File: src/rtl/mult_div_pkg.sv
// Shared encodings and defaults for the iterative signed multiply/divide engine.
package mult_div_pkg;

  localparam int unsigned DEF_WIDTH = 32;
  localparam int unsigned DEF_CNT_W = 5;

  typedef enum logic [1:0] {
    OP_NONE = 2'b00,
    OP_MULT = 2'b01,
    OP_DIV  = 2'b10,
    OP_RSVD = 2'b11
  } op_e;

  typedef enum logic [2:0] {
    S_IDLE = 3'd0,
    S_LOAD = 3'd1,
    S_RUN  = 3'd2,
    S_FIX  = 3'd3,
    S_DONE = 3'd4
  } state_e;

  function automatic logic op_valid(input logic [1:0] op);
    return (op == OP_MULT) || (op == OP_DIV);
  endfunction

endpackage

File: src/rtl/mult_div_step.sv
// One iteration of unsigned shift-add multiply or restoring divide on a double-width accumulator.
module mult_div_step
  import mult_div_pkg::*;
#(
  parameter int unsigned WIDTH = DEF_WIDTH
) (
  input  logic [2*WIDTH-1:0] acc,
  input  logic [WIDTH-1:0]   operand,
  input  op_e                op,
  output logic [2*WIDTH-1:0] acc_next
);

  localparam int unsigned ACC_W = 2 * WIDTH;

  logic [WIDTH:0] sum;
  logic [WIDTH:0] diff;
  logic [ACC_W-1:0] shl;

  // MULT: acc = {partial product, remaining multiplier bits}; DIV: acc = {rem, quo}.
  always_comb begin
    sum      = {1'b0, acc[ACC_W-1:WIDTH]} + (acc[0] ? {1'b0, operand} : '0);
    shl      = {acc[ACC_W-2:0], 1'b0};
    diff     = acc[ACC_W-1:WIDTH-1] - {1'b0, operand};
    acc_next = {sum, acc[WIDTH-1:1]};
    if (op == OP_DIV) begin
      acc_next = diff[WIDTH] ? shl : {diff[WIDTH-1:0], acc[WIDTH-2:0], 1'b1};
    end
  end

endmodule

File: src/rtl/mult_div_sequencer.sv
// Sequencing FSM, operand latch, sign handling and HI/LO ownership for the multiply/divide engine.
module mult_div_sequencer
  import mult_div_pkg::*;
#(
  parameter int unsigned WIDTH = DEF_WIDTH,
  parameter int unsigned CNT_W = DEF_CNT_W
) (
  input  logic             clk,
  input  logic             reset_in,
  input  logic             start,
  input  logic [1:0]       op,
  input  logic [WIDTH-1:0] src_a,
  input  logic [WIDTH-1:0] src_b,
  output logic             busy,
  output logic             done,
  output logic             div_zero,
  output logic             hi_lo_w,
  output logic [WIDTH-1:0] hi_out,
  output logic [WIDTH-1:0] lo_out
);

  localparam int unsigned ACC_W = 2 * WIDTH;
  localparam logic [CNT_W-1:0] LAST_ITER = CNT_W'(WIDTH - 1);

  state_e           state_q, state_d;
  op_e              op_q, op_d;
  logic [WIDTH-1:0] a_q, a_d, b_q, b_d;
  logic [WIDTH-1:0] operand_q, operand_d;
  logic [ACC_W-1:0] acc_q, acc_d, acc_step;
  logic [CNT_W-1:0] cnt_q, cnt_d;
  logic             neg_res_q, neg_res_d;
  logic             neg_rem_q, neg_rem_d;
  logic             busy_d, done_d, div_zero_d, hi_lo_w_d;
  logic [WIDTH-1:0] hi_d, lo_d;

  logic [WIDTH-1:0] mag_a, mag_b;
  logic [ACC_W-1:0] prod_fix;
  logic [WIDTH-1:0] quo_fix, rem_fix;

  // Magnitudes; the most negative value maps onto itself as an unsigned number.
  assign mag_a    = a_q[WIDTH-1] ? (~a_q + WIDTH'(1)) : a_q;
  assign mag_b    = b_q[WIDTH-1] ? (~b_q + WIDTH'(1)) : b_q;
  assign prod_fix = neg_res_q ? (~acc_q + ACC_W'(1)) : acc_q;
  assign quo_fix  = neg_res_q ? (~acc_q[WIDTH-1:0] + WIDTH'(1)) : acc_q[WIDTH-1:0];
  assign rem_fix  = neg_rem_q ? (~acc_q[ACC_W-1:WIDTH] + WIDTH'(1)) : acc_q[ACC_W-1:WIDTH];

  mult_div_step #(
    .WIDTH(WIDTH)
  ) u_step (
    .acc     (acc_q),
    .operand (operand_q),
    .op      (op_q),
    .acc_next(acc_step)
  );

  // Next-state and next-output logic.
  always_comb begin
    state_d    = state_q;
    op_d       = op_q;
    a_d        = a_q;
    b_d        = b_q;
    operand_d  = operand_q;
    acc_d      = acc_q;
    cnt_d      = cnt_q;
    neg_res_d  = neg_res_q;
    neg_rem_d  = neg_rem_q;
    busy_d     = busy;
    done_d     = 1'b0;
    div_zero_d = div_zero;
    hi_lo_w_d  = 1'b0;
    hi_d       = hi_out;
    lo_d       = lo_out;

    case (state_q)
      S_IDLE: begin
        div_zero_d = 1'b0;
        if (start && op_valid(op)) begin
          op_d    = op_e'(op);
          a_d     = src_a;
          b_d     = src_b;
          busy_d  = 1'b1;
          state_d = S_LOAD;
        end
      end

      S_LOAD: begin
        if ((op_q == OP_DIV) && (b_q == '0)) begin
          done_d     = 1'b1;
          div_zero_d = 1'b1;
          state_d    = S_DONE;
        end else begin
          neg_res_d = a_q[WIDTH-1] ^ b_q[WIDTH-1];
          neg_rem_d = a_q[WIDTH-1];
          // Divide keeps the dividend in the low half; multiply keeps the multiplier there.
          acc_d     = (op_q == OP_DIV) ? {{WIDTH{1'b0}}, mag_a} : {{WIDTH{1'b0}}, mag_b};
          operand_d = (op_q == OP_DIV) ? mag_b : mag_a;
          cnt_d     = '0;
          state_d   = S_RUN;
        end
      end

      S_RUN: begin
        acc_d = acc_step;
        if (cnt_q == LAST_ITER) begin
          state_d = S_FIX;
        end else begin
          cnt_d = cnt_q + CNT_W'(1);
        end
      end

      S_FIX: begin
        if (op_q == OP_DIV) begin
          hi_d = rem_fix;
          lo_d = quo_fix;
        end else begin
          hi_d = prod_fix[ACC_W-1:WIDTH];
          lo_d = prod_fix[WIDTH-1:0];
        end
        done_d    = 1'b1;
        hi_lo_w_d = 1'b1;
        state_d   = S_DONE;
      end

      S_DONE: begin
        busy_d     = 1'b0;
        div_zero_d = 1'b0;
        state_d    = S_IDLE;
      end

      default: begin
        busy_d     = 1'b0;
        div_zero_d = 1'b0;
        state_d    = S_IDLE;
      end
    endcase
  end

  // State and output registers.
  always_ff @(posedge clk) begin
    if (reset_in) begin
      state_q   <= S_IDLE;
      op_q      <= OP_NONE;
      a_q       <= '0;
      b_q       <= '0;
      operand_q <= '0;
      acc_q     <= '0;
      cnt_q     <= '0;
      neg_res_q <= 1'b0;
      neg_rem_q <= 1'b0;
      busy      <= 1'b0;
      done      <= 1'b0;
      div_zero  <= 1'b0;
      hi_lo_w   <= 1'b0;
      hi_out    <= '0;
      lo_out    <= '0;
    end else begin
      state_q   <= state_d;
      op_q      <= op_d;
      a_q       <= a_d;
      b_q       <= b_d;
      operand_q <= operand_d;
      acc_q     <= acc_d;
      cnt_q     <= cnt_d;
      neg_res_q <= neg_res_d;
      neg_rem_q <= neg_rem_d;
      busy      <= busy_d;
      done      <= done_d;
      div_zero  <= div_zero_d;
      hi_lo_w   <= hi_lo_w_d;
      hi_out    <= hi_d;
      lo_out    <= lo_d;
    end
  end

endmodule

File: config.mk
export PLATFORM = sky130hd
export DESIGN_NAME = mult_div_sequencer
export DESIGN_NICKNAME = d
export VERILOG_FILES = /design/src/rtl/mult_div_pkg.sv /design/src/rtl/mult_div_step.sv /design/src/rtl/mult_div_sequencer.sv
export SDC_FILE = /design/constraint.sdc
export NUM_CORES = 1
export LEC_CHECK = 0
export CELL_PAD_IN_SITES_DETAIL_PLACEMENT = 1
export CELL_PAD_IN_SITES_GLOBAL_PLACEMENT = 2
export CORE_AREA = 2 2 214 216
export CTS_BUF_LIST = sky130_fd_sc_hd__clkbuf_8 sky130_fd_sc_hd__clkbuf_16
export CTS_CLUSTER_SIZE = 16
export DETAILED_ROUTE_END_ITERATION = 7
export DIE_AREA = 0 0 216 218
export PLACE_DENSITY_LB_ADDON = 0.12
export SKIP_LAST_GASP = 1
export SYNTH_ARGS = -nofsm -noshare
export SYNTH_HDL_FRONTEND = slang
export SYNTH_SLANG_ARGS = --single-unit
File: constraint.sdc
create_clock -name clk -period 8.05 [get_ports clk]
set_clock_uncertainty 0.05 [all_clocks]
set_input_delay 0.805 -clock clk [delete_from_list [all_inputs] [get_ports clk]]
set_output_delay 0.805 -clock clk [all_outputs]
set_load 0.1 [all_outputs]
Yosys cells after proc, flatten, opt, wreduce, memory -nomap -nowiden
Cells that the tools add are included.
Word-level totals
  flip-flop bits (word level): 240
  bits of input ports: 69
  word-level logic and storage cells: 87
Cells by class
  add/subtract/negate cells: 8
  equal/unequal tests: 12
  mux-type cells: 28
  bitwise gates (word level): 9
  reduce and logical (&&, ||, !) cells: 15
Operator list (number)
  $mux W32: 9
  $mux W64: 4
  $add A32 B1 Y32 const B: 4
  $not A32 Y32: 4
  $pmux W64 S2: 1
  $add A64 B1 Y64 const B: 1
  $not A64 Y64: 1
  $add A32 B33 Y33: 1
  $sub A33 B32 Y33: 1
  $logic_not A32 Y1: 1
  $pmux W3 S4: 1
  $reduce_and A2 Y1: 6
  $mux W5: 2
  $ne A2 B2 Y1 const B: 5
  $pmux W5 S2: 1
  $mux W3: 3
  $eq A3 B2 Y1 const B: 2
  $pmux W1 S2: 3
  $add A5 B1 Y5 const B: 1
  $eq A5 B5 Y1 const B: 1
  $eq A2 B2 Y1 const B: 2
  $mux W1: 4
  $eq A3 B1 Y1 const B: 1
  $logic_not A3 Y1: 1
  9 further kinds: 12

Logic depth before layout (Yosys ltp)
  depth in word-level cells: 6
  gate-level depth with buffers: 15

Modules after synthesis
From an unflattened synthesis, not the netlist that was laid out.
Second synthesis, totals
  cell total of the unflattened synthesis: 2352
  area, all modules: 17186.5 µm²
By module, submodules not included
  mult_div_sequencer: times used 1, cells an instance 1592, area each 12473.2 µm²
  mult_div_step: times used 1, cells an instance 760, area each 4713.3 µm²

Worst setup path after synthesis
OpenSTA, ideal clock, no wires.
  path type: reg-to-reg
  start point: reg acc_q[32]
  end point: reg acc_q[44]
  arrival time: 3.282 ns
  data required time: 7.886 ns
  slack: 4.604 ns
  stages on the path, launching flop included: 15
  buffers on the path: 3
  clock period less this slack: 3.446 ns
  path through: dfxtp_1 clkbuf_1 inv_1 fa_1 nand2b_1 a21o_1 a31o_2 a2111oi_2 nor3_1 or3b_1 buf_2 buf_2 mux2i_1 a21oi_1 a21o_1
On the way
  cells in the longest elaborated chain, start to end: 4
  elaborated cells on any way between the ends: 5
  classes of those cells: 2 x add/sub; 3 x mux
RTL lines
  start, declared: RTL line mult_div_sequencer.sv:29  | logic [ACC_W-1:0] acc_q, acc_d, acc_step;
  start signal, assigned: RTL line mult_div_sequencer.sv:146  | acc_q <= '0;
  start signal, assigned: RTL line mult_div_sequencer.sv:162  | acc_q <= acc_d;
  $sub A33 B32 Y33: RTL line mult_div_step.sv:23  | diff = acc[ACC_W-1:WIDTH-1] - {1'b0, operand};
  $mux W64: RTL line mult_div_step.sv:26  | acc_next = diff[WIDTH] ? shl : {diff[WIDTH-1:0], acc[WIDTH-2:0], 1'b1};
  $mux W64 *: RTL line mult_div_step.sv:25  | if (op == OP_DIV) begin
  $pmux W64 S2 *: RTL line mult_div_sequencer.sv:74  | case (state_q)
Every way passes the cells marked *; elsewhere a longest branch is shown, timed or not.
A chain may end at the register's enable or synchronous reset.

Worst setup path after layout
  start point: reg acc_q[0]
  end point: reg acc_q[63]
On the way
  cells in the longest elaborated chain, start to end: 4
RTL lines
  $mux W32: RTL line mult_div_step.sv:21  | sum = {1'b0, acc[ACC_W-1:WIDTH]} + (acc[0] ? {1'b0, operand} : '0);
  $add A32 B33 Y33: RTL line mult_div_step.sv:21
  $mux W64: RTL line mult_div_step.sv:25
  $pmux W64 S2: RTL line mult_div_sequencer.sv:74
No other way between the ends.

==> results.txt <==
Setup TNS: 0 ns
Final Non-Filler Cells: 2911
CTS buffer count: 31
Leakage: 7.089 nW
maximum capacitance violations: 0
TritonRoute pass-1 iters: 6
fillers: 5578
Most used DFF post-synth: dfxtp_1
DR DRC count: 0
Post-synth EDFFs: 0
CP arrival: 4.82 ns
Nets: 2427
clock sink total: 240
met1 Track Usage GR: 0.3902
Critical Setup Path Class: reg2reg
Hold Crit Class: reg2reg
synthesized flop and latch total: 240
post-synthesis xor/xnor area fraction: 0.08839
crit path max fanout: 31
syn_nets: 2390
Hold Fails Final Rpt: 0
clk buf depth: 3
largest cells by area after synthesis: dfxtp_1 (29%), nand2_1 (8.6%), a21oi_1 (7.3%)
crit-path most repeated cell: a31oi_1
worst slew pin tran: 1.197 ns
hold_sp: lo_out[19]$_SDFFE_PP0P_
Setup-failing EPs final: 0
Crit path buffers/inverters: 1
cells along the critical path: inv_1 > nor2_1 > ha_1 > nor2b_1 > o211ai_1 > a31oi_1 > a21oi_1 > o311ai_0 > a31oi_1 > nor3_1 > o21ai_0 > a32oi_1
Overflow after GRT: 0
cell count after synthesis: 2249
final design utilization: 0.4285
die width: 216 um
Tot GR Track Use: 0.2724
# IOs: 137
Post-Synth Adder-Cell Area: 0.05568
fin. max-slew vios: 0
Hold EP: lo_out[19]$_SDFFE_PP0P_
Hold Path Depth: 2
DRT iter0 DRCs: 1163
global-route wire length before repair: 101.0 mm
Slowest-stage cell, CP: inv_1
crit share post-route: 0.5403
initial antenna violation count: 0
Async SR Flop Fraction: 0
Die H: 218 um
CTS HTree Levels: 1
gr busiest metal: met2
Area Growth Syn to Fin: 16.94%
final instance area: 19230 sq um
Row Count: 78
pwr/cell area: 199.8 nW/um^2
RSZ-0062 raised after global routing: no
R2R cell count: 12
CP required: 8.52 ns
largest family of logic cells by synthesized area: compound AO/OA/AOI/OAI gates
Mapped Avg Cell Area: 7.314 sq um
reg2reg end: acc_q[63]$_SDFFE_PP0P_
Max-slew headroom: 0.2010
core area: 44890 sq um
routed len/inst: 22.59 um
Post-CTS Setup Bufs: 0
ratio of cells with drive above 1 in the final layout: 0.04545
Syn. warnings: 0
HPWL Detailed: 50.82 mm
CP delay by family, top: compound AO/OA/AOI/OAI gates
ANT nets after route: 0
post-synth top area cell: dfxtp_1
dpl cell area: 18170 sq um
clock transition at the registers of the reported paths: 0.07 ns
synth unique cells: 73
Synth top area share: 0.2921
via count: 16860
Setup crit end kind: flip-flop
max incr delay on CP: 0.89 ns
fin crit period: 4.349 ns
Startpoint Class: flip-flop
area of the die: 47090 sq um
fmax: 229.9 MHz
dpl cells: 2853
Clock Latency Late Sink: 0.60 ns
met2 Track Usage GR: 0.4434
cell area after synthesis: 16450 sq um
Synth Area in Compound Gates: 0.2595
post-cts resize count: 0
sequential cell area fraction in the yosys report: 0.2921
DRT Wirelength: 65.76 mm
CTS root buf: clkbuf_16
outcome: finished clean
Simple-Gate Fraction of Synth Area: 0.2307
vias in the first global route: 16650
r2r startpoint: acc_q[0]$_SDFFE_PP0P_
Placer Congestion: 0.9070
largest net degree at the start of global routing: 91
# hold bufs at CTS: 0
met3 Usage GRT: 0.02287
Initial Utilization: 0.3664
VDD IR max: 0.1576 mV
CTS tree: built
# port buffers: 136
mux cell area share after synthesis: 0.02373
R2R Setup Slk: 3.70 ns
routed vias/inst: 5.793
==> logic make-up after synthesis <==
logic type	after synthesis
buffers and inverters	214
adders and majority gates	72
xor gates and xnor gates	166
and+or+nand+nor	854
DFF	240
AOI/OAI and AO/OA	667
muxes	36
==> where the power goes <==
| group | switching [mW] | internal, mW |
|---|---|---|
| Sequential | 0.0799 | 1.24 |
| Clock | 0.581 | 0.876 |
| Combinational | 0.699 | 0.369 |
==> area by class of cell <==
cell class              instances  area, sq um  area share
well taps                     600        750.7     0.03903
flip-flops and latches        240         4805      0.2498
clock buffers                  40        899.6     0.04677
clock inverters                17        166.4    0.008652
multi-input cells            1795        10870      0.5653
diodes                          1        2.502   0.0001301
repair buffers                154         1498     0.07786
inverters                      64        240.2     0.01249
==> worst register-to-register path: cells and delay by family (launching register included) <==
family,cells,cell delay (ns)
simple gates,3,0.56
buf+inv,1,0.89
compound gates,7,2.02
flops,1,0.39
fa+ha+maj,1,0.38
==> cell usage in the layout, fill, tap and decap left out, types with 34 or more instances in the layout <==
cell / count
o31ai_1: 34
o21ai_0: 100
a211oi_1: 97
nor3_1: 51
nand2_1: 377
inv_1: 70
xnor2_1: 80
nor2_1: 230
a21oi_1: 241
xor2_1: 86
dfxtp_1: 240
nand3_1: 37
clkdlybuf4s50_1: 135
ha_1: 70
==> sequential cells by signal (all words and copies together), names as in the netlist, 2 cells and up <==
signal / flops
lo_out: 32
hi_out: 32
cnt_q: 5
b_q: 32
op_q: 2
operand_q: 32
a_q: 32
state_q: 3
acc_q: 64
==> routing by layer <==
layer	routed length [um]	part of all wire
met1	31540	0.48
met2	29610	0.45
met3	3125	0.048
met4	1481	0.023
met5	0	0
==> worst max path at each step <==
stage / start / to / slack, ns / cells after the start
after floorplan: acc_q[32]$_SDFFE_PP0P_ / acc_q[44]$_SDFFE_PP0P_ / 4.60 / 14
after global placement: acc_q[0]$_SDFFE_PP0P_ / acc_q[63]$_SDFFE_PP0P_ / 4.09 / 12
after detailed placement: acc_q[0]$_SDFFE_PP0P_ / acc_q[63]$_SDFFE_PP0P_ / 3.91 / 12
after CTS: acc_q[0]$_SDFFE_PP0P_ / acc_q[63]$_SDFFE_PP0P_ / 3.87 / 12
after global routing: acc_q[0]$_SDFFE_PP0P_ / acc_q[55]$_SDFFE_PP0P_ / 3.57 / 12
final: acc_q[0]$_SDFFE_PP0P_ / acc_q[63]$_SDFFE_PP0P_ / 3.70 / 12
==> Yosys cell counts, types with 21 or more instances <==
cell type  number
nand3_1        37
nor4_1         21
inv_1          64
o21ai_0       100
a21oi_1       241
dfxtp_1       240
xor2_1         86
nor2_1        231
a211oi_1       97
o211ai_1       31
ha_1           70
mux2i_1        30
o31ai_1        34
nand2_1       378
clkbuf_1      131
nor3_1         51
xnor2_1        80
a21o_1         21
or3_1          22
==> metrics by stage <==
step	setup WS [ns]	hold WS [ns]	total power [mW]
floorplan	4.604	0.3819	2.040
global placement	4.091	0.3935	2.382
detailed placement	3.909	0.3958	2.397
CTS	3.869	0.4018	3.855
global route	3.567	0.4272	4.008
finish	3.701	0.4000	3.843
No activity file was read; power rests on OpenSTA's default activity.
==> RTL edit 1: new RTL, same flow settings <==
The output `hi_lo_w` loses its register stage (`hi_lo_w` becomes a continuous assignment).
--- a/src/rtl/mult_div_sequencer.sv
+++ b/src/rtl/mult_div_sequencer.sv
@@ -150,7 +150,6 @@
       busy      <= 1'b0;
       done      <= 1'b0;
       div_zero  <= 1'b0;
-      hi_lo_w   <= 1'b0;
       hi_out    <= '0;
       lo_out    <= '0;
     end else begin
@@ -166,11 +165,12 @@
       busy      <= busy_d;
       done      <= done_d;
       div_zero  <= div_zero_d;
-      hi_lo_w   <= hi_lo_w_d;
       hi_out    <= hi_d;
       lo_out    <= lo_d;
     end
   end
 
+  assign hi_lo_w = hi_lo_w_d;
+
 endmodule
 
Formal check against the unedited RTL: same outputs for any inputs over 4 cycles, from zero or initial values and one cycle with reset_in high; that may be too few to reach the edited logic, so the function may still have changed.
==> RTL edit 1 against the unedited design <==
- routed wire length fell by 13%
- cell count fell by 2.9%
- critical path depth did not move
- sequential cell count fell by 1
- setup slack got worse by 0.075 ns
- power fell by 8.9%
- largest cell class unchanged
- utilization fell by 1.3 points
- hold slack improved by 0.0026 ns
- largest power group is now registers
- design area fell by 3.0%
- synthesized area fell by 2.9%
==> RTL edit 1: results (changes against the unedited design) <==
Placed design
The number of port buffers is 136 (unchanged). The estimated wirelength of the detail-placed design is 43300 um (-15%). The cell area after placement is 0.0177 mm2 (-2.5%). The placer congestion estimate came to 0.860 (-5.1%).

GRT
The maximum number of pins on one net before global-route repair is 88 (-3.3%). The wire length of the first global-routing pass is 90500 um (-10%). The via count of the first global-routing pass came to 15840 (-4.8%).

Worst setup path
The register-to-register path setup slack came to 3.63 ns (-0.07 ns). The maximum fanout encountered on the critical timing path came to 31 (unchanged). The data arrival time of the critical path came to 4.85 ns (+0.03 ns).

Finish
The fraction of layout instances using a drive strength above 1 was 0.0471 (+0.00167). The final layout net count is 2349 (-3.2%). The antenna cell count is 0 (-1).

Routing
The post-detailed-route wirelength per cell is 20.2 um (-11%). The number of design-rule violations left by the first detailed-router iteration is 737 (-37%).

Clock network
The tree is rooted in a sky130_fd_sc_hd__clkbuf_16. The insertion delay to the later sink of the worst-skew pair is 0.57 ns (-0.03 ns). The number of buffers inserted during clock tree synthesis is 28 (-9.7%).

Yosys
The proportion of synthesized chip area in sequential cells came to 0.299 (+0.00739). The count of warnings emitted by yosys came to 0 (unchanged). The post-synthesis cell type count came to 70 (-4.1%). The average size of a mapped cell is 7.36 um2 (+0.57%). The fraction of registers with async set/reset is 0 (unchanged). The commonest cells after synthesis are sky130_fd_sc_hd__nand2_1 (354), sky130_fd_sc_hd__dfxtp_1 (239), sky130_fd_sc_hd__a21oi_1 (228).

Timing
The transition time at the pin with the least slew margin is 1.11 ns (-0.0835 ns). The share of the cycle needed by the critical path after routing is 0.550 (+0.00931).

Run status
The run finished with clean final reports.

Power and ir drop
The leakage power total is 7.24 nW (+2.1%).
[RTL edit 1: routing by layer]
metal  routed length, um  track usage  up-vias  share of wire
met5                   0            0        -              0
met4                1940       0.0799        0          0.034
met3                1570       0.0254       76          0.028
met2               27300        0.411      230           0.48
met1               26400        0.314     7517           0.46
li1                    -            -     7786              -
[RTL edit 1: cell type report]
class                      instances  area, um2
fill                            5555      26200
tap                              600        751
clock buffer                      36        811
clock inverter                    14        130
timing repair buffer             156       1510
sequential                       239       4780
inverter                          57        215
multi-input combinational       1726      10500
[RTL edit 1: per-stage QoR]
step	utilization	power (mW)
after floorplan	-	1.96
after global placement	0.395	2.22
after detailed placement	0.395	2.24
after CTS	0.416	3.55
after global routing	0.416	3.69
final	0.416	3.50
[RTL edit 1: logic make-up (layout without fill, tap and decap cells)]
family / after synthesis / in the layout / synth area share
AOI/OAI and AO/OA: 666 / 666 / 0.262
xor gates and xnor gates: 174 / 174 / 0.0954
adders and majority gates: 72 / 72 / 0.0573
buffers and inverters: 207 / 263 / 0.0490
DFF: 239 / 239 / 0.299
muxes: 25 / 25 / 0.0167
and+or+nand+nor: 789 / 789 / 0.220
[RTL edit 1: worst min path at each step]
stage | from | to | slack, ns | depth (start not counted)
floorplan | operand_q[11] | operand_q[11] | 0.38 | 2
global placement | hi_out[7] | hi_out[7] | 0.39 | 2
detailed placement | hi_out[7] | hi_out[7] | 0.40 | 2
CTS | hi_out[7] | hi_out[7] | 0.41 | 2
global route | hi_out[23] | hi_out[23] | 0.42 | 2
finish | hi_out[31] | hi_out[31] | 0.40 | 2
[RTL edit 1: power by group]
group / leakage, nW / switching (mW) / internal, mW / total, mW
clock network: 0.486 / 0.524 / 0.768 / 1.29
logic: 4.81 / 0.576 / 0.322 / 0.898
registers: 1.94 / 0.0763 / 1.24 / 1.31
[RTL edit 1: worst max-delay path: stages (launching register included)]
cell,delay [ns]
sky130_fd_sc_hd__dfxtp_1,0.37
sky130_fd_sc_hd__inv_1,0.82
sky130_fd_sc_hd__ha_1,0.31
sky130_fd_sc_hd__nand2b_1,0.12
sky130_fd_sc_hd__or4_4,0.53
sky130_fd_sc_hd__nor4b_2,0.27
sky130_fd_sc_hd__nand2_1,0.21
sky130_fd_sc_hd__nor4_2,0.34
sky130_fd_sc_hd__a21oi_1,0.13
sky130_fd_sc_hd__or4b_4,0.57
sky130_fd_sc_hd__o41ai_2,0.25
sky130_fd_sc_hd__xor2_1,0.11
sky130_fd_sc_hd__a211oi_1,0.24
==> RTL edit 2: new RTL, config.mk and constraints unchanged <==
Made on the original files. Set the package constant `DEF_CNT_W` to 10 (it was 5).
--- a/src/rtl/mult_div_pkg.sv
+++ b/src/rtl/mult_div_pkg.sv
@@ -2,7 +2,7 @@
 package mult_div_pkg;
 
   localparam int unsigned DEF_WIDTH = 32;
-  localparam int unsigned DEF_CNT_W = 5;
+  localparam int unsigned DEF_CNT_W = 10;
 
   typedef enum logic [1:0] {
     OP_NONE = 2'b00,
Check against the original RTL: no difference found for any inputs over 4 cycles, from zero or initial values and one cycle with reset_in high; that may be too few to reach the edited logic, so the function may still have changed.
==> RTL edit 2 against the unedited design <==
- power grew 7.3%
- sequential share of layout area grew 0.64 points
- critical path depth is the same
- setup slack lost 0.77 ns
- synthesized cell count shrank 1.6%
- synthesized area shrank 0.90%
- critical path type unchanged
- global-route usage shrank 1.4 points
- sequential cell count grew 5
- routed wire length shrank 6.2%
- design area shrank 0.46%
==> RTL edit 2: results (changes against the unedited design) <==
Timing
The transition time at the pin with the least slew margin is 1.23 ns (+0.0283 ns).

Routing
The post-detailed-route wirelength per cell is 21.4 um (-5.4%). The via density per instance is 5.68 (-1.9%). The number of search-and-repair iterations in the first detailed-routing pass is 5 (-1). The number of design-rule violations left by the first detailed-router iteration is 902 (-22%).

Placed design
The placer congestion estimate was 0.900 (-0.73%). The number of placed instances with taps included is 2831 (-0.77%). The estimated wirelength of the detail-placed design is 46500 um (-8.5%). The worst setup slack before clock tree synthesis is 3.02 ns (-0.894 ns).

Power and ir drop
The leakage power total is 7.22 nW (+1.8%). The worst ir drop on vdd is 193 uV (+22%).

Finish
Counting flops per register, the top entry is acc_q. The count of placed standard cells in the final layout, fillers left out was 2885 (-0.89%). The fraction of layout instances using a drive strength above 1 came to 0.0490 (+0.00356). The antenna cell count is 0 (-1). The post-synthesis to final-layout area growth is 17.5%. The number of fillers in the final layout is 5529 (-0.88%).

GRT
The global routing usage summed across all routing layers is 0.259 (-0.0139). The maximum number of pins on one net before global-route repair is 93 (+2.2%). The wire length of the first global-routing pass came to 96400 um (-4.6%).

The via count of the first global-routing pass is 16570 (-0.46%).

Worst setup path
The maximum fanout encountered on the critical timing path is 20 (-35%). The data arrival time of the critical path is 5.50 ns (+0.68 ns).

Yosys
By area the synthesized netlist is led by sky130_fd_sc_hd__dfxtp_1 (30%), sky130_fd_sc_hd__nand2_1 (8.5%), sky130_fd_sc_hd__a21oi_1 (7.6%), sky130_fd_sc_hd__ha_1 (5.3%), sky130_fd_sc_hd__nor2_1 (4.8%). The net count after synthesis is 2353 (-1.5%). Ranked by instance count, the synthesized netlist is headed by sky130_fd_sc_hd__nand2_1 (369), sky130_fd_sc_hd__a21oi_1 (249), sky130_fd_sc_hd__dfxtp_1 (245).

The proportion of synthesized chip area in sequential cells is 0.301 (+0.00879). The average size of a mapped cell is 7.37 um2 (+0.71%). The post-synthesis cell type count is 76 (+4.1%).

Run status
The flow ran to the end, and the final reports show no timing, DRC or antenna violations.

Worst hold path
The hold path startpoint is hi_out[7].

Clock network
Clock-pin slew was measured on the worst setup and hold paths at 0.06 ns.
## RTL edit 2: final timing paths
check                           slack, ns         to  depth (start not counted)
worst max-delay path                 2.93  acc_q[63]                         12
worst min-delay path                 0.40  hi_out[7]                          2
worst max register to register       2.93  acc_q[63]                         12
worst min register to register       0.40  hi_out[7]                          2
## RTL edit 2: cells by family (layout without fill, tap and decap cells)
group | count (synthesis) | count (layout) | share of synthesized area
AND/OR/NAND/NOR | 815 | 815 | 0.224
adder cells (fa/ha/maj) | 71 | 71 | 0.0554
multiplexers | 30 | 30 | 0.0200
flip-flops | 245 | 245 | 0.301
AO/OA/AOI/OAI | 681 | 681 | 0.262
buffers and inverters | 202 | 274 | 0.0471
XOR/XNOR | 169 | 169 | 0.0908
## RTL edit 2: cell type report
type | count | share of cell area
Clock buffer | 36 | 0.0441
Clock inverter | 18 | 0.0103
Inverter | 58 | 0.0114
Multi-Input combinational cell | 1766 | 0.558
Sequential cell | 245 | 0.256
Tap cell | 600 | 0.0392
Timing Repair Buffer | 162 | 0.0814
## RTL edit 2: per-stage QoR
| stage | total power [mW] | instance area (um2) |
|---|---|---|
| floorplan | 2.30 | 16300 |
| global route | 4.35 | 19100 |
| CTS | 4.16 | 19100 |
| finish | 4.12 | 19100 |
| detailed placement | 2.72 | 18100 |
| global placement | 2.70 | 18100 |
## RTL edit 2: worst max-delay path: stages, from the launching register on
cell	delay, ns
sky130_fd_sc_hd__dfxtp_1	0.35
sky130_fd_sc_hd__inv_1	0.53
sky130_fd_sc_hd__nor2_1	0.12
sky130_fd_sc_hd__ha_1	0.36
sky130_fd_sc_hd__nor2b_1	0.17
sky130_fd_sc_hd__o31ai_1	0.61
sky130_fd_sc_hd__a2111oi_0	0.37
sky130_fd_sc_hd__o31ai_1	0.63
sky130_fd_sc_hd__o221ai_1	0.38
sky130_fd_sc_hd__a311oi_1	0.56
sky130_fd_sc_hd__o21ai_0	0.19
sky130_fd_sc_hd__a2111oi_0	0.55
sky130_fd_sc_hd__a311oi_1	0.10
## RTL edit 2: where the power goes
group	internal, mW	switching, mW
clock	0.868	0.559
sequential	1.28	0.0908
combinational	0.460	0.870
## RTL edit 2: metal layers
metal / vias up / routed length (um) / global-route usage
li1: 8007 / - / -
met1: 7980 / 27500 / 0.331
met2: 302 / 29800 / 0.454
met3: 99 / 1910 / 0.0219
met4: 0 / 2500 / 0.0934
met5: - / 0 / 0
